--- src/rtl/data_wishbone_if.sv ---
// Bridges the core's single-cycle data-RAM port to a Wishbone B3 master, one transfer at a time.
// All bus outputs are registered; stallreq and cpu_data_o are decoded from state and the live ack.
module data_wishbone_if #(
    parameter int unsigned TIMEOUT_CYCLES = 255,
    parameter int unsigned DW             = 32
) (
    input  logic          clk,
    input  logic          rst,
    input  logic [5:0]    stall_i,
    input  logic          flush_i,
    input  logic          cpu_ce_i,
    input  logic          cpu_we_i,
    input  logic [3:0]    cpu_sel_i,
    input  logic [31:0]   cpu_addr_i,
    input  logic [DW-1:0] cpu_data_i,
    output logic [DW-1:0] cpu_data_o,
    output logic          stallreq,
    output logic          bus_err_o,
    output logic          wb_cyc_o,
    output logic          wb_stb_o,
    output logic          wb_we_o,
    output logic [3:0]    wb_sel_o,
    output logic [31:0]   wb_adr_o,
    output logic [DW-1:0] wb_dat_o,
    input  logic [DW-1:0] wb_dat_i,
    input  logic          wb_ack_i
);

    localparam int unsigned CW = (TIMEOUT_CYCLES > 1) ? $clog2(TIMEOUT_CYCLES) : 1;
    localparam logic [CW-1:0] CNT_MAX = CW'(TIMEOUT_CYCLES - 1);
    localparam logic WDOG_EN = (TIMEOUT_CYCLES != 0);

    typedef enum logic [1:0] {
        IDLE,
        BUSY,
        WAIT_STALL
    } state_t;

    state_t        state_q, state_d;
    logic [CW-1:0] counter_q, counter_d;
    logic [DW-1:0] rd_buf_q, rd_buf_d;
    logic          cyc_q, cyc_d;
    logic          we_q, we_d;
    logic [3:0]    sel_q, sel_d;
    logic [31:0]   adr_q, adr_d;
    logic [DW-1:0] dat_q, dat_d;
    logic          err_q, err_d;
    logic          bus_clear;

    always_comb begin
        state_d    = state_q;
        counter_d  = counter_q;
        rd_buf_d   = rd_buf_q;
        cyc_d      = cyc_q;
        we_d       = we_q;
        sel_d      = sel_q;
        adr_d      = adr_q;
        dat_d      = dat_q;
        err_d      = 1'b0;
        bus_clear  = 1'b0;
        stallreq   = 1'b0;
        cpu_data_o = '0;

        case (state_q)
            IDLE: begin
                stallreq = cpu_ce_i && !flush_i;
                if (cpu_ce_i && !flush_i) begin
                    cyc_d     = 1'b1;
                    we_d      = cpu_we_i;
                    sel_d     = cpu_sel_i;
                    adr_d     = cpu_addr_i;
                    dat_d     = cpu_data_i;
                    counter_d = '0;
                    state_d   = BUSY;
                end else begin
                    bus_clear = 1'b1;
                end
            end

            BUSY: begin
                stallreq = !wb_ack_i;
                if (wb_ack_i && !we_q) begin
                    cpu_data_o = wb_dat_i;
                end
                if (flush_i) begin
                    bus_clear = 1'b1;
                    state_d   = IDLE;
                end else if (wb_ack_i) begin
                    bus_clear = 1'b1;
                    if (!we_q) begin
                        rd_buf_d = wb_dat_i;
                    end
                    state_d = (stall_i != 6'b0) ? WAIT_STALL : IDLE;
                end else if (WDOG_EN && counter_q == CNT_MAX) begin
                    // Abort: the core sees a zero load value rather than stale data.
                    bus_clear = 1'b1;
                    rd_buf_d  = '0;
                    err_d     = 1'b1;
                    state_d   = (stall_i != 6'b0) ? WAIT_STALL : IDLE;
                end else if (WDOG_EN) begin
                    counter_d = counter_q + 1'b1;
                end
            end

            WAIT_STALL: begin
                cpu_data_o = rd_buf_q;
                if (flush_i || stall_i == 6'b0) begin
                    state_d = IDLE;
                end
            end

            default: begin
                bus_clear = 1'b1;
                state_d   = IDLE;
            end
        endcase

        if (bus_clear) begin
            cyc_d = 1'b0;
            we_d  = 1'b0;
            sel_d = '0;
            adr_d = '0;
            dat_d = '0;
        end
    end

    always_ff @(posedge clk) begin
        if (!rst) begin
            state_q   <= IDLE;
            counter_q <= '0;
            rd_buf_q  <= '0;
            cyc_q     <= 1'b0;
            we_q      <= 1'b0;
            sel_q     <= '0;
            adr_q     <= '0;
            dat_q     <= '0;
            err_q     <= 1'b0;
        end else begin
            state_q   <= state_d;
            counter_q <= counter_d;
            rd_buf_q  <= rd_buf_d;
            cyc_q     <= cyc_d;
            we_q      <= we_d;
            sel_q     <= sel_d;
            adr_q     <= adr_d;
            dat_q     <= dat_d;
            err_q     <= err_d;
        end
    end

    // Strobe shares the cycle register: exactly one non-pipelined transfer in flight.
    assign wb_cyc_o  = cyc_q;
    assign wb_stb_o  = cyc_q;
    assign wb_we_o   = we_q;
    assign wb_sel_o  = sel_q;
    assign wb_adr_o  = adr_q;
    assign wb_dat_o  = dat_q;
    assign bus_err_o = err_q;

endmodule

--- config.mk ---
export PLATFORM = sky130hd
export DESIGN_NAME = data_wishbone_if
export DESIGN_NICKNAME = d
export VERILOG_FILES = /design/src/rtl/data_wishbone_if.sv
export SDC_FILE = /design/constraint.sdc
export NUM_CORES = 1
export LEC_CHECK = 0
export CORE_MARGIN = 2
export CORE_UTILIZATION = 33
export DETAILED_ROUTE_END_ITERATION = 16
export GPL_TIMING_DRIVEN = 0
export PLACE_DENSITY = 0.65
export SYNTH_ARGS = -nofsm -noshare
export SYNTH_HDL_FRONTEND = slang
export SYNTH_SLANG_ARGS = --single-unit
--- constraint.sdc ---
create_clock -name clk -period 6 [get_ports clk]
set_clock_uncertainty 0.05 [all_clocks]
set_input_delay 1.5 -clock clk [delete_from_list [all_inputs] [get_ports clk]]
set_output_delay 1.5 -clock clk [all_outputs]
set_load 0.05 [all_outputs]
## Word-level counts from Yosys, hierarchy flattened

Index checks and enable logic that the tools add are counted.

- Bits in registers: 113
- Logic and storage cells: 63
- Input port bits: 112

- Reduce and logical (&&, ||, !) cells: 17
- Bitwise operators: 3
- Muxes and demuxes: 23
- Eq/ne operators: 10
- $add $sub $neg: 1

Operators by type and width:

| kind | number |
|---|---|
| $mux W32 | 4 |
| $pmux W32 S2 | 1 |
| $mux W8 | 4 |
| $pmux W8 S2 | 1 |
| $mux W2 | 6 |
| $ne A2 B2 Y1 const B | 6 |
| $add A8 B1 Y8 const B | 1 |
| $eq A8 B8 Y1 const B | 1 |
| $logic_not A6 Y1 | 1 |
| $pmux W2 S3 | 1 |
| $reduce_bool A6 Y1 | 1 |
| $reduce_and A5 Y1 | 1 |
| $mux W1 | 4 |
| $ne A4 B4 Y1 const B | 1 |
| $reduce_and A4 Y1 | 1 |
| $reduce_bool A2 Y1 | 2 |
| $reduce_or A4 Y1 | 1 |
| $logic_not A1 Y1 | 3 |
| $not A1 Y1 | 3 |
| $pmux W1 S3 | 1 |
| $reduce_and A3 Y1 | 1 |
| $eq A2 B1 Y1 const B | 1 |
| $eq A2 B2 Y1 const B | 1 |
| $logic_and A1 B1 Y1 | 2 |
| 5 further kinds | 5 |

## Depth between registers and ports, before layout

Gate-level depths: netlist of run 1.

- Word-level depth: 6
- Depth in mapped cells: 8

## Least setup slack after synthesis of run 1

Ideal clock, no wire load.

- Path type: input-to-output
- Start point: in wb_ack_i
- End point: out cpu_data_o[0]
- Setup slack: 1520 ps
- Cell stages on the path: 6
- Data arrival time: 2930 ps
- Data required time: 4450 ps
- Cell sequence: nor2b_1 > and2_1 > clkbuf_1 > buf_2 > a22oi_1 > nor2b_1

- Cells in the longest elaborated chain, start to end: 3

Ends and longest elaborated chain:

| what | RTL line | RTL |
|---|---|---|
| start, declared | 26 | `input logic wb_ack_i` |
| $logic_and A1 B1 Y1 | 82 | `if (wb_ack_i && !we_q) begin` |
| $mux W32 | 82 |  |
| $pmux W32 S2 | 64 | `case (state_q)` |
| end, declared | 16 | `output logic [DW-1:0] cpu_data_o,` |

Every way passes these cells.

## Final worst setup path of run 1

Ends and elaborated chain as after synthesis.

==> results of run 1 <==
## power by group through the flow
| stage | Combinational (W) | Sequential [W] | Clock (W) |
|---|---|---|---|
| floorplan | 0.000327 | 0.000926 | 0 |
| global placement | 0.000637 | 0.000844 | 0 |
| CTS | 0.000651 | 0.000832 | 0.00106 |
| detailed placement | 0.000648 | 0.000846 | 0 |
| global route | 0.000696 | 0.000838 | 0.00109 |
| finish | 0.000646 | 0.000832 | 0.00103 |
## cell usage after synthesis
master / n / area, um2
a41oi_1: 1 / 8.760
nand2b_1: 3 / 18.77
o31ai_1: 1 / 7.510
o221ai_2: 1 / 15.01
nor4_1: 1 / 6.260
nand3_1: 5 / 25.02
o21ai_0: 5 / 25.02
a21oi_1: 71 / 355.3
mux2i_1: 1 / 10.01
and3_1: 3 / 18.77
a31oi_1: 8 / 50.05
mux2_2: 1 / 11.26
buf_2: 14 / 70.07
a221o_1: 1 / 10.01
or2_4: 1 / 8.760
o221ai_1: 1 / 8.760
nand2_1: 147 / 551.8
or4_1: 1 / 7.510
buf_4: 1 / 7.510
a311oi_2: 1 / 15.01
a22oi_1: 33 / 247.7
a211oi_1: 1 / 7.510
and2_1: 1 / 6.260
nand2b_2: 1 / 8.760
nor3_1: 1 / 5.000
inv_1: 8 / 30.03
nor2_1: 13 / 48.80
nor2b_1: 34 / 212.7
dfxtp_1: 113 / 2262
ha_1: 6 / 75.07
nor4_2: 1 / 12.51
a22o_1: 32 / 280.3
or3_4: 1 / 11.26
or2_2: 2 / 12.51
nand4_1: 1 / 6.260
o2bb2ai_1: 1 / 8.760
clkbuf_1: 27 / 101.4
## how the worst min path moves through the flow
stage                   end         start  slack, ps
2_1_floorplan  counter_q[7]  counter_q[7]        390
5_1_grt         wb_dat_o[1]   wb_dat_o[1]        430
4_1_cts        wb_adr_o[17]  wb_adr_o[17]        400
3_5_place_dp   wb_adr_o[17]  wb_adr_o[17]        400
6_report       wb_dat_o[10]  wb_dat_o[10]        400
3_3_place_gp   wb_adr_o[11]  wb_adr_o[11]        390
## layout make-up
class / count / area [um2] / share of cell area
inverters: 8 / 30.03 / 0.003970
flip-flops and latches: 113 / 2262 / 0.2991
repair buffers: 215 / 2152 / 0.2845
plain buffers: 42 / 178.9 / 0.02366
well taps: 176 / 220.2 / 0.02911
clock inverters: 9 / 128.9 / 0.01704
multi-input cells: 381 / 2097 / 0.2773
clock buffers: 22 / 494.2 / 0.06534
## routing by layer
metal / vias up / part of all wire
met5: - / 0
li1: 2344 / -
met1: 2133 / 0.42
met2: 184 / 0.49
met4: 0 / 0.010
met3: 13 / 0.082
## state kept, by name, summed over array words and instances (netlist names)
signal and cells:
rd_buf_q 32, wb_adr_o 32, wb_dat_o 32, counter_q 8, wb_sel_o 4, state_q 2
bus_err_o 1, wb_cyc_o 1, wb_we_o 1
## kinds of logic after synthesis
family | count (synthesis) | synth area share
fa+ha+maj | 6 | 0.01643
mux | 2 | 0.004656
buf+inv | 50 | 0.04574
compound gates | 157 | 0.2276
flops | 113 | 0.4952
simple gates | 216 | 0.2104
## critical path, stage by stage
cell and delay (ps):
clkdlybuf4s50_1 600, nor2b_1 260, and2_1 160, clkbuf_1 220, buf_2 280, a22oi_1 90, nor2b_1 160, clkdlybuf4s50_1 840
## through the flow
step | worst slack [ps] | cells | cell area (um2) | power (W) | hold slack [ps]
6_report | 345.2 | 966 | 7564 | 0.002509 | 401.5
3_3_place_gp | 350.2 | 935 | 6940 | 0.001481 | 390.7
3_5_place_dp | 302.2 | 935 | 6940 | 0.001495 | 395.5
5_1_grt | 116.9 | 966 | 7564 | 0.002626 | 425.6
2_1_floorplan | 1520 | 544 | 4568 | 0.001253 | 388.5
4_1_cts | 287.0 | 966 | 7564 | 0.002539 | 403.1
==> metrics.md, run 1 <==
| Metric | Value |
|---|---|
| Status | finished clean |
| Largest net degree at the start of global routing | 17 |
| Via count | 4674 |
| Synthesized area | 4568 um2 |
| Die area | 14800 um2 |
| End of the worst register-to-register path | wb_dat_o[30] |
| Htree depth | 4 |
| Gate power share | 0.258 |
| CTS Root Buffer Type | clkbuf_16 |
| Synthesis Warnings | 0 |
| Fmax | 176.8 MHz |
| Setup Fix Bufs, Post-CTS | 0 |
| R2r setup slk | 3830 ps |
| Critical Path Start | wb_ack_i |
| Switching power | 0.0007505 W |
| Starting Density | 0.3409 |
| Worst Hold Class | reg2reg |
| Busiest grt layer | met2 |
| WS Path Type | in2out |
| Final setup fails | 0 |
| Avg Cell Area, Syn | 8.397 um2 |
| Clock Tree Buf Depth | 2 |
| CTS clock-pin slew for the worst setup and hold paths | 50 ps |
| GRT overflow | 0 |
| Area Growth Syn to Fin | 65.57% |
| Switch share | 0.2992 |
| Critical Path Start Type | primary input |
| Number of primary I/O pins | 217 |
| Total CTS buffers | 17 |
| Final-layout fill cell count | 1192 |
| Met3 track utilization from global routing | 0.07163 |
| Final Util | 0.5644 |
| CTS tree | built |
| Diode count | 0 |
| Met2 global-route usage | 0.3392 |
| Vias per Instance | 4.839 |
| First-pass DRT Iterations | 4 |
| CP endpoint | cpu_data_o[0] |
| Slew @ Worst Pin | 752.1 ps |
| CP required | 4450 ps |
| Sequential fraction of design power | 0.332 |
| Vias in the first global route | 4659 |
| Layout cells sized above 1 | 0.06962 |
| Commonest non-fill, non-tap cell in the layout | clkdlybuf4s50_1 |
| Period Utilization, post-route | 0.9425 |
| RSZ-0062 raised after global routing | false |
| Max Cap Viol | 0 |
| Initial DRC count | 209 |
| Wire length per cell | 15.00 um |
| Clock Latency Late Sink | 400 ps |
| Worst EP arrival | 4100 ps |
| Yosys reg bits | 113 |
| Global-route met1 utilization | 0.2249 |
| Max-slew violations | 0 |
| Leak | 2.614 nW |
| Commonest non-fill, non-tap cells in the layout | 215 x clkdlybuf4s50_1, 147 x nand2_1, 113 x dfxtp_1, 71 x a21oi_1, 34 x nor2b_1 |
| Maximum fanout along the worst path | 10 |
| Cells after Synth | 544 |
| Routability cong. | 0.8022 |
| R2R Path Start | state_q[0] |
| Buffers on Ports | 215 |
| Die W | 121.7 um |
| Total GRT Usage | 0.1955 |
| Worst VDD drop | 195.1 uV |
| Total negative slack | 0 ps |
| DRT Wirelength | 14490 um |
| Worst rel slew slack | 0.4943 |
| Pwr Density | 331.7 nW/um2 |
| NumNets Final | 896 |
| DRC Markers | 0 |
| Final Critical Period | 5655 ps |
| Worst hold path stage count | 2 |
| Initial antenna violation count | 0 |
| Post-synthesis sequential area ratio | 0.4952 |
| Post_cts resized | 0 |
| Int Pwr | 0.001758 W |
| Routed Antenna Nets | 0 |
| Cts hold-fix bufs | 0 |
| Die Y-Extent | 121.7 um |
| CTS sink cnt | 113 |
| Post-synth cell types | 37 |
| Syn nets | 662 |
| DP HPWL | 11070 um |
| CP endpoint kind | primary output |
| Core area | 13400 um2 |
| Num rows | 42 |
| Clk pwr share | 0.411 |
| First-pass GRT wire length | 22970 um |
| Number of hold violations in the final report | 0 |
| R2R cell count | 7 |
Note: power is estimated with default switching activity, not from simulation.
==> run 2: changes to the inputs <==
--- a/config.mk
+++ b/config.mk
@@ -7,3 +7,2 @@
 export LEC_CHECK = 0
-export CORE_MARGIN = 2
 export CORE_UTILIZATION = 33
--- a/constraint.sdc
+++ b/constraint.sdc
@@ -4,2 +4,2 @@
 set_output_delay 1.5 -clock clk [all_outputs]
-set_load 0.05 [all_outputs]
+set_load 0.01 [all_outputs]
==> metrics.md, run 2 (synthesis results as in run 1) <==
| Metric | Value |
|---|---|
| Critical Path Start Type | primary input (unchanged) |
| Diode count | 0 (unchanged) |
| Multi-input gate area | 2097 um2 (unchanged) |
| Max-slew violations | 0 (unchanged) |
| Layout cells sized above 1 | 0.06953 (was 0.06962) |
| Routed Antenna Nets | 0 (unchanged) |
| Slew @ Worst Pin | 681.0 ps (was 752.1 ps) |
| Via count | 4717 (was 4674) |
| Starting Density | 0.3422 (was 0.3409) |
| RSZ-0062 raised after global routing | false (unchanged) |
| DRC Markers | 0 (unchanged) |
| Num rows | 42 (unchanged) |
| Design area | 7556 um2 (was 7564 um2) |
| DP HPWL | 10730 um (was 11070 um) |
| Cts hold-fix bufs | 0 (unchanged) |
| Fmax | 185.4 MHz (was 176.8 MHz) |
| Total GRT Usage | 0.2032 (was 0.1955) |
| CTS sink cnt | 113 (unchanged) |
| Total negative slack | 0 ps (unchanged) |
| Period Utilization, post-route | 0.8990 (was 0.9425) |
| CP endpoint kind | primary output (unchanged) |
| Instance area after placement | 6940 um2 (unchanged) |
| Setup ws final | 605.7 ps (was 345.2 ps) |
| Number of primary I/O pins | 217 (unchanged) |
| First-pass GRT wire length | 23070 um (was 22970 um) |
| Total power | 0.002391 W (was 0.002509 W) |
| Routability cong. | 0.8039 (was 0.8022) |
| Final setup fails | 0 (unchanged) |
| Clock Tree Buf Depth | 2 (unchanged) |
| Clock Latency Late Sink | 400 ps (about the same) |
| Dpl ws | 554.0 ps (was 302.2 ps) |
| Worst hold start | wb_adr_o[13] (was wb_dat_o[10]) |
| Post_cts resized | 0 (unchanged) |
| Initial antenna violation count | 0 (unchanged) |
| Wire length per cell | 14.87 um (was 15.00 um) |
| Maximum fanout along the worst path | 10 (unchanged) |
| Pwr Density | 316.4 nW/um2 (was 331.7 nW/um2) |
| First-pass DRT Iterations | 5 (was 4) |
| R2R cell count | 8 (was 7) |
| Commonest non-fill, non-tap cell in the layout | clkdlybuf4s50_1 (unchanged) |
| Vias in the first global route | 4568 (was 4659) |
| Area Growth Syn to Fin | 65.41% (was 65.57%) |
| Die Y-Extent | 119.7 um (was 121.7 um) |
| CTS Root Buffer Type | clkbuf_16 (unchanged) |
| FF+latch area | 2262 um2 (unchanged) |
| Buffers on Ports | 215 (unchanged) |
| CTS tree | built (unchanged) |
| R2R Path Start | state_q[0] (unchanged) |
| Worst VDD drop | 180.8 uV (was 195.1 uV) |
| CP required | 4450 ps (about the same) |
| Max Cap Viol | 0 (unchanged) |
| CTS clock-pin slew for the worst setup and hold paths | 50 ps (about the same) |
| Core area | 13350 um2 (was 13400 um2) |
| GRT overflow | 0 (unchanged) |
| Vias per Instance | 4.878 (was 4.839) |
| Initial DRC count | 271 (was 209) |
| Largest net degree at the start of global routing | 17 (unchanged) |
| Die area | 14320 um2 (was 14800 um2) |
| Critical Path Start | flush_i (was wb_ack_i) |
| WS Path Type | in2out (unchanged) |
| Final-layout fill cell count | 1199 (was 1192) |
| Worst hold path stage count | 2 (unchanged) |
| Setup Fix Bufs, Post-CTS | 0 (unchanged) |
| Die W | 119.7 um (was 121.7 um) |
| Worst Hold Class | reg2reg (unchanged) |
| Worst rel slew slack | 0.5443 (was 0.4943) |
| Commonest non-fill, non-tap cells in the layout | 215 x clkdlybuf4s50_1, 147 x nand2_1, 113 x dfxtp_1, 71 x a21oi_1, 34 x nor2b_1 (unchanged) |
| DRT Wirelength | 14380 um (was 14490 um) |
| NumNets Final | 896 (unchanged) |
| Htree depth | 4 (unchanged) |
| Number of hold violations in the final report | 0 (unchanged) |
| Total CTS buffers | 17 (unchanged) |
| Leak | 2.616 nW (was 2.614 nW) |
| Final Critical Period | 5394 ps (was 5655 ps) |
| Worst EP arrival | 3840 ps (was 4100 ps) |
| Hold WS | 400.1 ps (was 401.5 ps) |
| Status | finished clean (unchanged) |
## run 2: cell type report
cell class	count	share of cell area
inverter	8	0.003974
clock inverter	10	0.01739
timing repair buffer	215	0.2848
sequential	113	0.2994
tap	176	0.02914
buffer	42	0.02368
multi-input combinational	381	0.2775
clock buffer	22	0.06408
## run 2: worst paths after layout
path | slack, ps | to
worst min-delay path | 400 | wb_adr_o[13]
worst min register to register | 400 | wb_adr_o[13]
worst max register to register | 3780 | wb_dat_o[7]
worst max-delay path | 610 | stallreq
## run 2: per-layer routing
metal	GRT usage	share of wire
met1	0.2420	0.43
met2	0.3425	0.48
met3	0.07177	0.079
met4	0.05938	0.0083
met5	0	0
## run 2: worst max-delay path: stages
cell             delay, ps
clkdlybuf4s50_1        500
nand2b_1               180
or2_2                  130
clkbuf_1               460
clkbuf_1               410
o21ai_0                150
clkdlybuf4s50_1        520
## run 2: where the power goes
group / leakage, nW / internal [W] / total [W] / switching [W]
logic: 1.40 / 0.000253 / 0.000531 / 0.000278
registers: 0.914 / 0.000802 / 0.000832 / 0.0000301
clock network: 0.306 / 0.000693 / 0.00103 / 0.000335
total: 2.62 / 0.00175 / 0.00239 / 0.000643
## run 2: metrics by stage
step | util | std cells
after floorplan | - | 544
after global placement | 0.5200 | 935
after detailed placement | 0.5200 | 935
after CTS | 0.5661 | 967
after global routing | 0.5661 | 967
final | 0.5661 | 967
==> run 3: changes to the inputs <==
Settings changed: REMOVE_ABC_BUFFERS set to 1.
==> metrics.md, run 3 (synthesis results as in run 1) <==
| Metric | Value |
|---|---|
| Max-slew violations | 0 (unchanged) |
| Wire length per cell | 15.61 um (was 14.87 um) |
| Setup Fix Bufs, Post-CTS | 0 (unchanged) |
| DRT Wirelength | 14520 um (was 14380 um) |
| Max Cap Viol | 0 (unchanged) |
| Fmax | 180.5 MHz (was 185.4 MHz) |
| DP HPWL | 10170 um (was 10730 um) |
| Multi-input gate area | 2126 um2 (was 2097 um2) |
| Via count | 4560 (was 4717) |
| CP top delay family | buffers and inverters (unchanged) |
| Final-layout fill cell count | 1187 (was 1199) |
| RSZ-0062 raised after global routing | false (unchanged) |
| Slew @ Worst Pin | 1301 ps (was 681.0 ps) |
| Worst EP arrival | 3990 ps (was 3840 ps) |
| Setup ws final | 460.7 ps (was 605.7 ps) |
| CP required | 4450 ps (about the same) |
| Status | finished clean (unchanged) |
| NumNets Final | 859 (was 896) |
| WS Path Type | in2out (unchanged) |
| Layout cells sized above 1 | 0.06499 (was 0.06953) |
| Bufs and invs on worst path | 2 (was 4) |
| CP endpoint kind | primary output (unchanged) |
| CTS tree | built (unchanged) |
| Critical Path Start Type | primary input (unchanged) |
| Die area | 14320 um2 (unchanged) |
| Diode count | 0 (unchanged) |
| Num rows | 42 (unchanged) |
| DRC Markers | 0 (unchanged) |
| FF+latch area | 2262 um2 (unchanged) |
| Htree depth | 4 (unchanged) |
| Placed Cells | 898 (was 935) |
| Dpl ws | 93.57 ps (was 554.0 ps) |
| Final Critical Period | 5539 ps (was 5394 ps) |
| Final non-filler cell total | 930 (was 967) |
| Total negative slack | 0 ps (unchanged) |
| Largest net degree at the start of global routing | 73 (was 17) |
| Core area | 13350 um2 (unchanged) |
| Total CTS buffers | 17 (unchanged) |
| Cts hold-fix bufs | 0 (unchanged) |
| Slowest-stage cell, CP | and2_2 (was clkdlybuf4s50_1) |
| Routed Antenna Nets | 0 (unchanged) |
| Total GRT Usage | 0.2028 (was 0.2032) |
| Clock Tree Buf Depth | 2 (unchanged) |
| Period Utilization, post-route | 0.9232 (was 0.8990) |
| CP max stage delay | 640 ps (was 520 ps) |
| Commonest non-fill, non-tap cells in the layout | 216 x clkdlybuf4s50_1, 147 x nand2_1, 113 x dfxtp_1, 71 x a21oi_1, 34 x nor2b_1 (was 215 x clkdlybuf4s50_1, 147 x nand2_1, 113 x dfxtp_1, 71 x a21oi_1, 34 x nor2b_1) |
| Post_cts resized | 0 (unchanged) |
| Starting Density | 0.3422 (unchanged) |
| Final Util | 0.5655 (was 0.5661) |
| Die Y-Extent | 119.7 um (unchanged) |
| Routability cong. | 0.8104 (was 0.8039) |
| Initial DRC count | 294 (was 271) |
| CTS sink cnt | 113 (unchanged) |
| Worst VDD drop | 179.1 uV (was 180.8 uV) |
| Clock Latency Late Sink | 410 ps (was 400 ps) |
| Commonest non-fill, non-tap cell in the layout | clkdlybuf4s50_1 (unchanged) |
| First-pass GRT wire length | 22910 um (was 23070 um) |
| Hold WS | 401.4 ps (was 400.1 ps) |
| GRT overflow | 0 (unchanged) |
| Die W | 119.7 um (unchanged) |
| First-pass DRT Iterations | 6 (was 5) |
| Worst Hold Class | reg2reg (unchanged) |
| Maximum fanout along the worst path | 32 (was 10) |
| Pwr Density | 327.0 nW/um2 (was 316.4 nW/um2) |
| Number of primary I/O pins | 217 (unchanged) |
| Vias in the first global route | 4417 (was 4568) |
| Number of hold violations in the final report | 0 (unchanged) |
| Worst-path cell chain | clkdlybuf4s50_1 > nor2b_1 > and2_2 > a22oi_1 > nor2b_1 > clkdlybuf4s50_1 (was clkdlybuf4s50_1 > nand2b_1 > or2_2 > clkbuf_1 > clkbuf_1 > o21ai_0 > clkdlybuf4s50_1) |
| Initial antenna violation count | 0 (unchanged) |
| Buffers on Ports | 216 (was 215) |
| Vias per Instance | 4.903 (was 4.878) |
| Leak | 2.596 nW (was 2.616 nW) |
| CTS Root Buffer Type | clkbuf_16 (unchanged) |
| Final setup fails | 0 (unchanged) |
| Area Growth Syn to Fin | 65.24% (was 65.41%) |
| CTS clock-pin slew for the worst setup and hold paths | 50 ps (about the same) |
| Worst rel slew slack | 0.1324 (was 0.5443) |
run 3: changes by cell type in the layout (fill, tap and decap cells not counted), moves of 2 or more:
cell       change
buf_2         -14
clkbuf_1      -27
bufinv_16      +2
buf_12         +2
nor2_1         -2
buf_16         +2
run 3: path summary, 6_finish.rpt:
kind | startpoint | to | slack, ps | cells after the start
hold / removal | wb_adr_o[12] | wb_adr_o[12] | 400 | 2
hold reg to reg | wb_adr_o[12] | wb_adr_o[12] | 400 | 2
setup / recovery | wb_ack_i | cpu_data_o[11] | 460 | 6
setup reg to reg | state_q[0] | state_q[1] | 3550 | 6
run 3: metrics by stage:
| step | total power (W) | area (um2) |
|---|---|---|
| finish | 0.002469 | 7548 |
| global route | 0.002573 | 7548 |
| CTS | 0.002491 | 7545 |
| detailed placement | 0.001377 | 6892 |
| global placement | 0.001345 | 6771 |
| floorplan | 0.001107 | 4389 |
run 3: power by group:
group	switching [W]	internal, W
clock network	0.000344	0.000765
registers	0.0000294	0.000802
logic	0.000276	0.000252
run 3: cell type report:
class,instances,share of cell area
sequential,113,0.2997
timing repair buffer,220,0.2990
multi-input combinational,381,0.2816
clock buffer,21,0.06232
tap,176,0.02917
clock inverter,11,0.02420
inverter,8,0.003978
run 3: worst min-delay path, cell delays in order (launching register included):
cell and delay, ps:
dfxtp_1 300, nand2_1 50, a21oi_1 50
run 3: routing by layer:
metal | up-vias | wire (um) | track usage
met2 | 116 | 7521 | 0.3508
met3 | 14 | 644 | 0.05371
met4 | 0 | 216 | 0.06875
met5 | - | 0 | 0
met1 | 2167 | 6134 | 0.2417
li1 | 2263 | - | -
